### config.mk
export PLATFORM = sky130hd
export DESIGN_NAME = usb_desc_reader_flat
export DESIGN_NICKNAME = d
export VERILOG_FILES = /design/src/rtl/usb_desc_reader_if.sv /design/src/rtl/usb_desc_reader.sv /design/src/flat_wrapper.sv
export SDC_FILE = /design/constraint.sdc
export NUM_CORES = 1
export LEC_CHECK = 0
export ABC_CLOCK_PERIOD_IN_PS = 2500
export BUFFER_PORTS_ARGS = -buffer_cell sky130_fd_sc_hd__buf_4
export CAP_MARGIN = 25
export CELL_PAD_IN_SITES_DETAIL_PLACEMENT = 1
export CELL_PAD_IN_SITES_GLOBAL_PLACEMENT = 1
export CORE_ASPECT_RATIO = 1.75
export CORE_MARGIN = 10
export CORE_UTILIZATION = 30
export CTS_BUF_LIST = sky130_fd_sc_hd__clkbuf_2 sky130_fd_sc_hd__clkbuf_4 sky130_fd_sc_hd__clkbuf_8
export CTS_CLUSTER_DIAMETER = 60
export DETAILED_ROUTE_END_ITERATION = 10
export PLACE_DENSITY = 0.6
export SYNTH_ARGS = -nofsm -noshare
export SYNTH_HDL_FRONTEND = slang
export SYNTH_SLANG_ARGS = --single-unit
### constraint.sdc
create_clock -name clk_i -period 2.5 [get_ports clk_i]
set_clock_uncertainty 0.05 [all_clocks]
set_input_delay 0.75 -clock clk_i [delete_from_list [all_inputs] [get_ports clk_i]]
set_output_delay 0.75 -clock clk_i [all_outputs]
set_load 0.03 [all_outputs]
### src/rtl/usb_desc_reader_if.sv
// rtl/usb_desc_reader_if.sv - request, descriptor ROM and EP0 IN transmit signals of usb_desc_reader
interface usb_desc_reader_if;
  // request side, from the setup-request decoder
  logic        hs_i;
  logic        req_valid_i;
  logic [7:0]  req_type_i;
  logic [7:0]  req_index_i;
  logic [15:0] req_length_i;
  logic        abort_i;
  // descriptor ROM, zero-wait combinational read
  logic [7:0]  rom_addr_o;
  logic [7:0]  rom_data_i;
  // EP0 IN transmit path
  logic        tx_valid_o;
  logic [7:0]  tx_data_o;
  logic        tx_last_o;
  logic        tx_zlp_o;
  logic        tx_accept_i;
  logic        tx_ack_i;
  logic        tx_retry_i;
  // status
  logic        stall_o;
  logic        busy_o;
  logic        done_o;

  // descriptor sequencer side
  modport slave (
    input  hs_i, req_valid_i, req_type_i, req_index_i, req_length_i, abort_i,
    output rom_addr_o,
    input  rom_data_i,
    output tx_valid_o, tx_data_o, tx_last_o, tx_zlp_o,
    input  tx_accept_i, tx_ack_i, tx_retry_i,
    output stall_o, busy_o, done_o
  );

  // request decoder / ROM / transmit path side
  modport master (
    output hs_i, req_valid_i, req_type_i, req_index_i, req_length_i, abort_i,
    input  rom_addr_o,
    output rom_data_i,
    input  tx_valid_o, tx_data_o, tx_last_o, tx_zlp_o,
    output tx_accept_i, tx_ack_i, tx_retry_i,
    input  stall_o, busy_o, done_o
  );
endinterface

### src/rtl/usb_desc_reader.sv
// rtl/usb_desc_reader.sv - EP0 GET_DESCRIPTOR sequencer streaming ROM bytes as max-packet IN packets
module usb_desc_reader #(
  parameter logic [7:0]  DEV_OFS  = 8'd0,
  parameter logic [15:0] DEV_LEN  = 16'd18,
  parameter logic [7:0]  CFG_OFS  = 8'd18,
  parameter logic [15:0] CFG_LEN  = 16'd67,
  parameter logic [7:0]  STR0_OFS = 8'd85,
  parameter logic [15:0] STR0_LEN = 16'd4,
  parameter logic [7:0]  STR1_OFS = 8'd89,
  parameter logic [15:0] STR1_LEN = 16'd30,
  parameter logic [7:0]  STR2_OFS = 8'd119,
  parameter logic [15:0] STR2_LEN = 16'd30,
  parameter logic [7:0]  STR3_OFS = 8'd149,
  parameter logic [15:0] STR3_LEN = 16'd14
) (
  input logic              clk_i,
  input logic              rst_i,
  usb_desc_reader_if.slave bus
);

  typedef enum logic [1:0] {IDLE, LOAD, SEND, WAIT} state_t;

  state_t      state;
  logic [6:0]  mps;
  logic [7:0]  rom_addr;
  logic [15:0] remaining;
  logic [6:0]  pkt_cnt;
  logic [7:0]  pkt_addr;
  logic [15:0] pkt_rem;
  logic [7:0]  sel_ofs;
  logic [15:0] sel_len;
  logic [15:0] wlength;
  logic        full;
  logic        short_xfer;
  logic        last_zlp;
  logic        tx_valid;
  logic        tx_last;
  logic        tx_zlp;
  logic        stall;
  logic        busy;
  logic        done;

  logic        req_hit;
  logic [7:0]  req_ofs;
  logic [15:0] req_len;
  logic [15:0] xfer_len;
  logic [6:0]  mps_sel;
  logic        zlp_needed;

  // An item closes its packet when it is a ZLP, the final data byte, or fills the packet.
  function automatic logic item_last(input logic [6:0] cnt, input logic [15:0] rem,
                                     input logic [6:0] m);
    return (rem <= 16'd1) || (cnt == (m - 7'd1));
  endfunction

  // Map wValue to a ROM window; anything not listed is unsupported.
  always_comb begin
    req_hit = 1'b0;
    req_ofs = 8'd0;
    req_len = 16'd0;
    case (bus.req_type_i)
      8'd1: begin
        if (bus.req_index_i == 8'd0) begin
          req_hit = 1'b1;
          req_ofs = DEV_OFS;
          req_len = DEV_LEN;
        end
      end
      8'd2: begin
        if (bus.req_index_i == 8'd0) begin
          req_hit = 1'b1;
          req_ofs = CFG_OFS;
          req_len = CFG_LEN;
        end
      end
      8'd3: begin
        case (bus.req_index_i)
          8'd0: begin req_hit = 1'b1; req_ofs = STR0_OFS; req_len = STR0_LEN; end
          8'd1: begin req_hit = 1'b1; req_ofs = STR1_OFS; req_len = STR1_LEN; end
          8'd2: begin req_hit = 1'b1; req_ofs = STR2_OFS; req_len = STR2_LEN; end
          8'd3: begin req_hit = 1'b1; req_ofs = STR3_OFS; req_len = STR3_LEN; end
          default: ;
        endcase
      end
      default: ;
    endcase
  end

  assign xfer_len   = (sel_len < wlength) ? sel_len : wlength;
  assign mps_sel    = bus.hs_i ? 7'd64 : 7'd8;
  // A short host-visible transfer that ended on a full packet needs a ZLP to terminate it.
  assign zlp_needed = full && short_xfer && !last_zlp;

  // Transfer sequencer: state, counters and all registered outputs.
  always_ff @(posedge clk_i) begin
    if (rst_i) begin
      state      <= IDLE;
      mps        <= 7'd0;
      rom_addr   <= 8'd0;
      remaining  <= 16'd0;
      pkt_cnt    <= 7'd0;
      pkt_addr   <= 8'd0;
      pkt_rem    <= 16'd0;
      sel_ofs    <= 8'd0;
      sel_len    <= 16'd0;
      wlength    <= 16'd0;
      full       <= 1'b0;
      short_xfer <= 1'b0;
      last_zlp   <= 1'b0;
      tx_valid   <= 1'b0;
      tx_last    <= 1'b0;
      tx_zlp     <= 1'b0;
      stall      <= 1'b0;
      busy       <= 1'b0;
      done       <= 1'b0;
    end else if (bus.abort_i) begin
      state    <= IDLE;
      pkt_cnt  <= 7'd0;
      tx_valid <= 1'b0;
      tx_last  <= 1'b0;
      tx_zlp   <= 1'b0;
      stall    <= 1'b0;
      busy     <= 1'b0;
      done     <= 1'b0;
    end else begin
      stall <= 1'b0;
      done  <= 1'b0;
      case (state)
        IDLE: begin
          if (bus.req_valid_i) begin
            if (req_hit) begin
              sel_ofs <= req_ofs;
              sel_len <= req_len;
              wlength <= bus.req_length_i;
              busy    <= 1'b1;
              state   <= LOAD;
            end else begin
              stall <= 1'b1;
            end
          end
        end
        LOAD: begin
          mps        <= mps_sel;
          rom_addr   <= sel_ofs;
          remaining  <= xfer_len;
          pkt_addr   <= sel_ofs;
          pkt_rem    <= xfer_len;
          pkt_cnt    <= 7'd0;
          full       <= 1'b0;
          last_zlp   <= 1'b0;
          short_xfer <= (sel_len < wlength);
          tx_valid   <= 1'b1;
          tx_zlp     <= (xfer_len == 16'd0);
          tx_last    <= item_last(7'd0, xfer_len, mps_sel);
          state      <= SEND;
        end
        SEND: begin
          if (bus.tx_accept_i) begin
            if (remaining == 16'd0) begin
              last_zlp <= 1'b1;
              full     <= 1'b0;
              tx_valid <= 1'b0;
              tx_last  <= 1'b0;
              tx_zlp   <= 1'b0;
              state    <= WAIT;
            end else begin
              rom_addr  <= rom_addr + 8'd1;
              remaining <= remaining - 16'd1;
              if (tx_last) begin
                full     <= ((pkt_cnt + 7'd1) == mps);
                last_zlp <= 1'b0;
                pkt_cnt  <= 7'd0;
                tx_valid <= 1'b0;
                tx_last  <= 1'b0;
                state    <= WAIT;
              end else begin
                pkt_cnt <= pkt_cnt + 7'd1;
                tx_last <= item_last(pkt_cnt + 7'd1, remaining - 16'd1, mps);
              end
            end
          end
        end
        WAIT: begin
          if (bus.tx_ack_i) begin
            if (remaining != 16'd0) begin
              pkt_addr <= rom_addr;
              pkt_rem  <= remaining;
              tx_valid <= 1'b1;
              tx_zlp   <= 1'b0;
              tx_last  <= item_last(7'd0, remaining, mps);
              state    <= SEND;
            end else if (zlp_needed) begin
              pkt_addr <= rom_addr;
              pkt_rem  <= 16'd0;
              tx_valid <= 1'b1;
              tx_zlp   <= 1'b1;
              tx_last  <= 1'b1;
              state    <= SEND;
            end else begin
              done  <= 1'b1;
              busy  <= 1'b0;
              state <= IDLE;
            end
          end else if (bus.tx_retry_i) begin
            rom_addr  <= pkt_addr;
            remaining <= pkt_rem;
            pkt_cnt   <= 7'd0;
            tx_valid  <= 1'b1;
            tx_zlp    <= (pkt_rem == 16'd0);
            tx_last   <= item_last(7'd0, pkt_rem, mps);
            state     <= SEND;
          end
        end
        default: state <= IDLE;
      endcase
    end
  end

  assign bus.rom_addr_o = rom_addr;
  assign bus.tx_valid_o = tx_valid;
  assign bus.tx_data_o  = bus.rom_data_i;
  assign bus.tx_last_o  = tx_last;
  assign bus.tx_zlp_o   = tx_zlp;
  assign bus.stall_o    = stall;
  assign bus.busy_o     = busy;
  assign bus.done_o     = done;

endmodule

### src/flat_wrapper.sv
// flat-port wrapper written by rule: the top's interface ports become plain ports
module usb_desc_reader_flat 
#(
  parameter logic [7:0]  DEV_OFS  = 8'd0,
  parameter logic [15:0] DEV_LEN  = 16'd18,
  parameter logic [7:0]  CFG_OFS  = 8'd18,
  parameter logic [15:0] CFG_LEN  = 16'd67,
  parameter logic [7:0]  STR0_OFS = 8'd85,
  parameter logic [15:0] STR0_LEN = 16'd4,
  parameter logic [7:0]  STR1_OFS = 8'd89,
  parameter logic [15:0] STR1_LEN = 16'd30,
  parameter logic [7:0]  STR2_OFS = 8'd119,
  parameter logic [15:0] STR2_LEN = 16'd30,
  parameter logic [7:0]  STR3_OFS = 8'd149,
  parameter logic [15:0] STR3_LEN = 16'd14
)
  (clk_i, rst_i, bus_hs_i, bus_req_valid_i, bus_req_type_i, bus_req_index_i, bus_req_length_i, bus_abort_i, bus_rom_addr_o, bus_rom_data_i, bus_tx_valid_o, bus_tx_data_o, bus_tx_last_o, bus_tx_zlp_o, bus_tx_accept_i, bus_tx_ack_i, bus_tx_retry_i, bus_stall_o, bus_busy_o, bus_done_o);
  usb_desc_reader_if bus_i ();
  input logic clk_i;
  input logic rst_i;
  input wire logic [$bits(bus_i.hs_i)-1:0] bus_hs_i;
  input wire logic [$bits(bus_i.req_valid_i)-1:0] bus_req_valid_i;
  input wire logic [$bits(bus_i.req_type_i)-1:0] bus_req_type_i;
  input wire logic [$bits(bus_i.req_index_i)-1:0] bus_req_index_i;
  input wire logic [$bits(bus_i.req_length_i)-1:0] bus_req_length_i;
  input wire logic [$bits(bus_i.abort_i)-1:0] bus_abort_i;
  output wire logic [$bits(bus_i.rom_addr_o)-1:0] bus_rom_addr_o;
  input wire logic [$bits(bus_i.rom_data_i)-1:0] bus_rom_data_i;
  output wire logic [$bits(bus_i.tx_valid_o)-1:0] bus_tx_valid_o;
  output wire logic [$bits(bus_i.tx_data_o)-1:0] bus_tx_data_o;
  output wire logic [$bits(bus_i.tx_last_o)-1:0] bus_tx_last_o;
  output wire logic [$bits(bus_i.tx_zlp_o)-1:0] bus_tx_zlp_o;
  input wire logic [$bits(bus_i.tx_accept_i)-1:0] bus_tx_accept_i;
  input wire logic [$bits(bus_i.tx_ack_i)-1:0] bus_tx_ack_i;
  input wire logic [$bits(bus_i.tx_retry_i)-1:0] bus_tx_retry_i;
  output wire logic [$bits(bus_i.stall_o)-1:0] bus_stall_o;
  output wire logic [$bits(bus_i.busy_o)-1:0] bus_busy_o;
  output wire logic [$bits(bus_i.done_o)-1:0] bus_done_o;
  assign bus_i.hs_i = bus_hs_i;
  assign bus_i.req_valid_i = bus_req_valid_i;
  assign bus_i.req_type_i = bus_req_type_i;
  assign bus_i.req_index_i = bus_req_index_i;
  assign bus_i.req_length_i = bus_req_length_i;
  assign bus_i.abort_i = bus_abort_i;
  assign bus_rom_addr_o = bus_i.rom_addr_o;
  assign bus_i.rom_data_i = bus_rom_data_i;
  assign bus_tx_valid_o = bus_i.tx_valid_o;
  assign bus_tx_data_o = bus_i.tx_data_o;
  assign bus_tx_last_o = bus_i.tx_last_o;
  assign bus_tx_zlp_o = bus_i.tx_zlp_o;
  assign bus_i.tx_accept_i = bus_tx_accept_i;
  assign bus_i.tx_ack_i = bus_tx_ack_i;
  assign bus_i.tx_retry_i = bus_tx_retry_i;
  assign bus_stall_o = bus_i.stall_o;
  assign bus_busy_o = bus_i.busy_o;
  assign bus_done_o = bus_i.done_o;
  usb_desc_reader #(.DEV_OFS(DEV_OFS), .DEV_LEN(DEV_LEN), .CFG_OFS(CFG_OFS), .CFG_LEN(CFG_LEN), .STR0_OFS(STR0_OFS), .STR0_LEN(STR0_LEN), .STR1_OFS(STR1_OFS), .STR1_LEN(STR1_LEN), .STR2_OFS(STR2_OFS), .STR2_LEN(STR2_LEN), .STR3_OFS(STR3_OFS), .STR3_LEN(STR3_LEN)) u_core (.clk_i(clk_i), .rst_i(rst_i), .bus(bus_i));
endmodule
After elaboration in Yosys (flattened, before gate mapping)

Index checks and enable logic that the tools add are counted.

Flip-flop bits (word level): 113
Bits in latches: 0
Bits in writable memories: 0
Memory bits (read-only): 0
Input bits: 48
Output and inout port bits: 22
Logic and storage cells: 177
Memories kept: 0

$add $sub $neg: 5
Multipliers: 0
Divide/modulo/power cells: 0
Magnitude comparators: 5
Eq/ne operators: 25
Shift operators: 0
Multiplexer cells: 82
Bitwise operators: 5
Reductions and logical operators: 36

Operators with widths:

| operator                | count |
|---|---|
| $mux W16                | 8 |
| $pmux W16 S3            | 2 |
| $le A16 B1 Y1 const B   | 4 |
| $mux W8                 | 7 |
| $mux W7                 | 7 |
| $logic_not A16 Y1       | 3 |
| $eq A8 B2 Y1 const B    | 4 |
| $mux W1                 | 32 |
| $pmux W16 S2            | 1 |
| $pmux W8 S2             | 2 |
| $pmux W8 S4             | 1 |
| $pmux W8 S3             | 1 |
| $pmux W7 S3             | 1 |
| $reduce_and A5 Y1       | 4 |
| $mux W2                 | 9 |
| $eq A8 B1 Y1 const B    | 2 |
| $lt A16 B16 Y1          | 1 |
| $ne A2 B2 Y1 const B    | 8 |
| $reduce_and A4 Y1       | 4 |
| $reduce_bool A16 Y1     | 1 |
| $sub A16 B1 Y16 const B | 1 |
| $pmux W5 S3             | 1 |
| $eq A7 B7 Y1            | 2 |
| $logic_not A7 Y1        | 2 |
| 26 further kinds        | 50 |

Depth between registers and ports, before layout

Depth in word-level cells: 7
Depth in mapped cells: 11

Least setup slack after synthesis

OpenSTA, ideal clock, no wires.

Kind: input to register
Start: in bus_req_index_i[3]
End: reg u_core.wlength[10]
Setup time: 70 ps
Arrival: 2290 ps
Data required time: 2380 ps
Path slack: 89 ps
Stages: 8
Cell sequence: nor4_1 -> and3_1 -> clkbuf_1 -> and3_1 -> clkbuf_1 -> buf_1 -> nand2_1 -> a21oi_1

Longest elaborated chain between the ends: 5

Ends and longest elaborated chain:

| item                                       | RTL line               | text |
|---|---|---|
| from (decl)                                | flat_wrapper.sv:24     | `input wire logic [$bits(bus_i.req_index_i)-1:0] bus_req_index_i;` |
| $eq A8 B1 Y1, or another cell as far along | usb_desc_reader.sv:77  | `case (bus.req_index_i)` |
| $reduce_or A4 Y1 (no source line)          | -                      |  |
| $mux W1                                    | usb_desc_reader.sv:77  |  |
| $pmux W1 S2 *                              | usb_desc_reader.sv:61  | `case (bus.req_type_i)` |
| $reduce_and A4 Y1 (no source line) *       | -                      |  |
| to (signal assigned)                       | usb_desc_reader.sv:134 | `wlength <= bus.req_length_i;` |
| to (decl)                                  | usb_desc_reader.sv:32  | `logic [15:0] wlength;` |

Mark *: on every way between the ends. The rest lies on a longest branch, timed or not.
A chain may end at the register's enable or synchronous reset.

Worst setup path in the final report

Start: reg u_core.remaining[9]
End: reg u_core.tx_zlp (netlist: u_core.bus.tx_zlp_o)

Longest elaborated chain between the ends: 4

Ends and longest elaborated chain:

| item                   | RTL line               | text |
|---|---|---|
| from (decl)            | usb_desc_reader.sv:26  | `logic [15:0] remaining;` |
| from (signal assigned) | usb_desc_reader.sv:145 | `remaining <= xfer_len;` |
| from (signal assigned) | usb_desc_reader.sv:168 | `remaining <= remaining - 16'd1;` |
| from (signal assigned) | usb_desc_reader.sv:206 | `remaining <= pkt_rem;` |
| $reduce_bool A16 Y1    | usb_desc_reader.sv:185 | `if (remaining != 16'd0) begin` |
| $mux W1                | usb_desc_reader.sv:185 |  |
| $mux W1                | usb_desc_reader.sv:184 | `if (bus.tx_ack_i) begin` |
| $pmux W1 S3            | usb_desc_reader.sv:128 | `case (state)` |
| to (signal assigned)   | usb_desc_reader.sv:153 | `tx_zlp <= (xfer_len == 16'd0);` |
| to (signal assigned)   | usb_desc_reader.sv:209 | `tx_zlp <= (pkt_rem == 16'd0);` |
| to (decl)              | usb_desc_reader.sv:38  | `logic tx_zlp;` |

Several ways; a longest one is shown, not always the timed one.

==> summary.md <==
| Metric | Value |
|---|---|
| CP max FO | 11 |
| Setup slack, reg-to-reg | 0.11 ns |
| CTS Buf Count | 9 |
| Fin util | 0.3618 |
| CTS tree | done |
| Initial antenna violation count | 0 |
| Gr usage total | 0.1618 |
| # DRC | 0 |
| Reg clk slew, reported paths | 0.10 ns |
| Post-synthesis cell type count | 66 |
| Nets | 818 |
| Number of synthesized flops with an enable pin | 0 |
| HPWL Detailed | 14.48 mm |
| Number of global-route vias before repair | 5904 |
| Power Density | 427.8 mW/mm2 |
| Worst hold slack | 0.4104 ns |
| IO Count | 70 |
| Status | finished clean |
| WL/cell | 19.29 um |
| Post-DRT Antenna Nets | 0 |
| Setup violations, final | 0 |
| Crit Path Class | register to register |
| Data required, critical path | 2.79 ns |
| DRT iter0 DRCs | 263 |
| H-tree levels | 3 |
| DR vias/cell | 5.538 |
| Synth Flop Type | dfxtp_1 |
| Syn. warnings | 0 |
| #FFs+latches synth | 97 |
| Sw Ratio | 0.2525 |
| Fill count | 2189 |
| Total number of vias | 5488 |
| First-pass DRT Iterations | 4 |
| # Post-CTS Setup Buffers | 0 |
| Leak Pwr | 2.324 nW |
| Slew Viols, Final | 0 |
| Net Switching | 0.0007023 W |
| Combinational Power Share | 0.041 |
| Slew margin rel. | 0.6088 |
| Area Overhead vs Synth | 19.12% |
| Commonest non-fill, non-tap cells in the layout | dfxtp_1 (97), buf_4 (94), nand2_1 (92) |
| Global-route wire length before repair | 31.24 mm |
| Min Tclk post-route | 2.390 ns |
| Initial core utilization | 0.3037 |
| Post-synth net total | 770 |
| Part of the Yosys area used for sequential elements | 0.3557 |
| Commonest non-fill, non-tap cell in the layout | dfxtp_1 |
| Worst-margin pin slew | 0.5824 ns |
| Resized cells post-CTS | 0 |
| # port buffers | 53 |
| Worst R2R Start | u_core.remaining[9] |
| Period utilization | 0.9561 |
| Worst setup startpoint | u_core.remaining[9] |
| Area of the core | 0.01797 mm2 |
| MaxCap Viol Count | 0 |
| Sink Count | 97 |
| Root Driver | clkbuf_8 |
| Synth Instances | 704 |
| Site Rows | 65 |
| Grt total ovfl | 0 |
| WL final | 19.12 mm |
| Die span in y | 198.5 um |
| Clk pwr share | 0.404 |
| Final GP Congestion | 0.8297 |
| Antenna Cells | 0 |
| Reg power frac | 0.555 |
| Hold_buf cts | 0 |
| Fmax | 418.4 MHz |
| Synthesized area | 0.005459 mm2 |
| Die W | 122.0 um |
| CP Capture Type | register |
| Max VDD drop | 0.1990 mV |
| HP Start | u_core.wlength[9] |
| Async set-reset flop share out of synthesis | 0 |
| P_int | 0.002079 W |
| Largest net degree at the start of global routing | 83 |
| Critical Path Source Type | register |
| CP arrival | 2.68 ns |
| Hold Crit Class | register to register |
| Syn avg cell area | 7.754 um2 |
| Layout cells sized above 1 | 0.1744 |
| Clock tree buffer depth | 2 |
| Full die area | 0.02420 mm2 |
| Later-pin clock latency in the skew report | 0.39 ns |
| Hold Violations, Final | 0 |
[worst paths after layout]
path,end,cells after the start
max reg2reg,u_core.bus.tx_zlp_o,7
min,u_core.wlength[9],2
max,u_core.bus.tx_zlp_o,7
min reg2reg,u_core.wlength[9],2
[routing by layer]
layer | wire (um) | GRT usage | share of wire
met1 | 7198 | 0.1564 | 0.38
met2 | 10900 | 0.3189 | 0.57
met3 | 394 | 0.02413 | 0.021
met4 | 625 | 0.07494 | 0.033
met5 | 0 | 0 | 0
[power by group through the flow]
stage,registers (W),logic (W),clock network (W)
3_5_place_dp,0.00158,0.000115,0
6_report,0.00154,0.000114,0.00112
3_3_place_gp,0.00158,0.000113,0
4_1_cts,0.00155,0.000115,0.00116
5_1_grt,0.00155,0.000124,0.00121
2_1_floorplan,0.00158,0.0000626,0
[through the flow]
step / worst slack, ns / area, um2 / cells / total power (W) / TNS [ns]
floorplan: 0.08949 / 5459 / 704 / 0.001645 / 0
global placement: 0.1010 / 6285 / 975 / 0.001694 / 0
detailed placement: 0.03996 / 6285 / 975 / 0.001696 / 0
CTS: 0.006585 / 6490 / 991 / 0.002821 / 0
global route: -0.003453 / 6502 / 991 / 0.002880 / -0.003453
finish: 0.1097 / 6502 / 991 / 0.002782 / 0
[critical path, stage by stage, from the launching register on]
cell,delay (ns)
dfxtp_1,0.33
nor3_1,0.51
nand4_1,0.16
buf_4,0.20
o21ai_0,0.46
o2111ai_2,0.21
a31oi_1,0.28
o21a_1,0.14
[cell usage after synthesis (all sizes together) (10+ instances only)]
master | number | area (um2)
clkbuf | 40 | 150.1
nand3 | 23 | 115.1
mux2i | 10 | 100.1
xor2 | 10 | 87.58
a211oi | 22 | 165.2
o21a | 10 | 75.07
buf | 22 | 138.9
nor3 | 33 | 170.2
o21ai | 38 | 190.2
a221oi | 10 | 87.58
nor2 | 61 | 229.0
ha | 18 | 225.2
nor4 | 13 | 87.58
nand2 | 92 | 345.3
dfxtp | 97 | 1942
inv | 15 | 56.30
a21oi | 61 | 305.3
[layout make-up]
cell class                 count  area [um2]  share of cell area
clock inverter                 7       81.33             0.01251
tap                          234       292.8             0.04503
multi-input combinational    529        3206              0.4930
sequential                    97        1942              0.2986
timing repair buffer          99       797.0              0.1226
inverter                      16       60.06            0.009236
clock buffer                   9       123.9             0.01905
[logic make-up (layout without fill, tap and decap cells)]
| kind of cell | after synthesis | count (layout) | synth area share |
|---|---|---|---|
| and+or+nand+nor | 284 | 284 | 0.2530 |
| xor gates and xnor gates | 16 | 16 | 0.02567 |
| adders and majority gates | 19 | 19 | 0.04309 |
| buffers and inverters | 78 | 131 | 0.06394 |
| AOI/OAI and AO/OA | 200 | 200 | 0.2402 |
| DFF | 97 | 97 | 0.3557 |
| muxes | 10 | 10 | 0.01834 |
[sequential cells by signal, summed over array words and instances, names as in the netlist, 2 cells and up]
| signal | cells |
|---|---|
| u_core.pkt_rem | 16 |
| u_core.state | 2 |
| u_core.pkt_cnt | 7 |
| u_core.bus.rom_addr_o | 8 |
| u_core.remaining | 16 |
| u_core.sel_len | 5 |
| u_core.pkt_addr | 8 |
| u_core.sel_ofs | 8 |
| u_core.wlength | 16 |
| u_core.mps | 2 |
No activity file was read; power rests on OpenSTA's default activity.
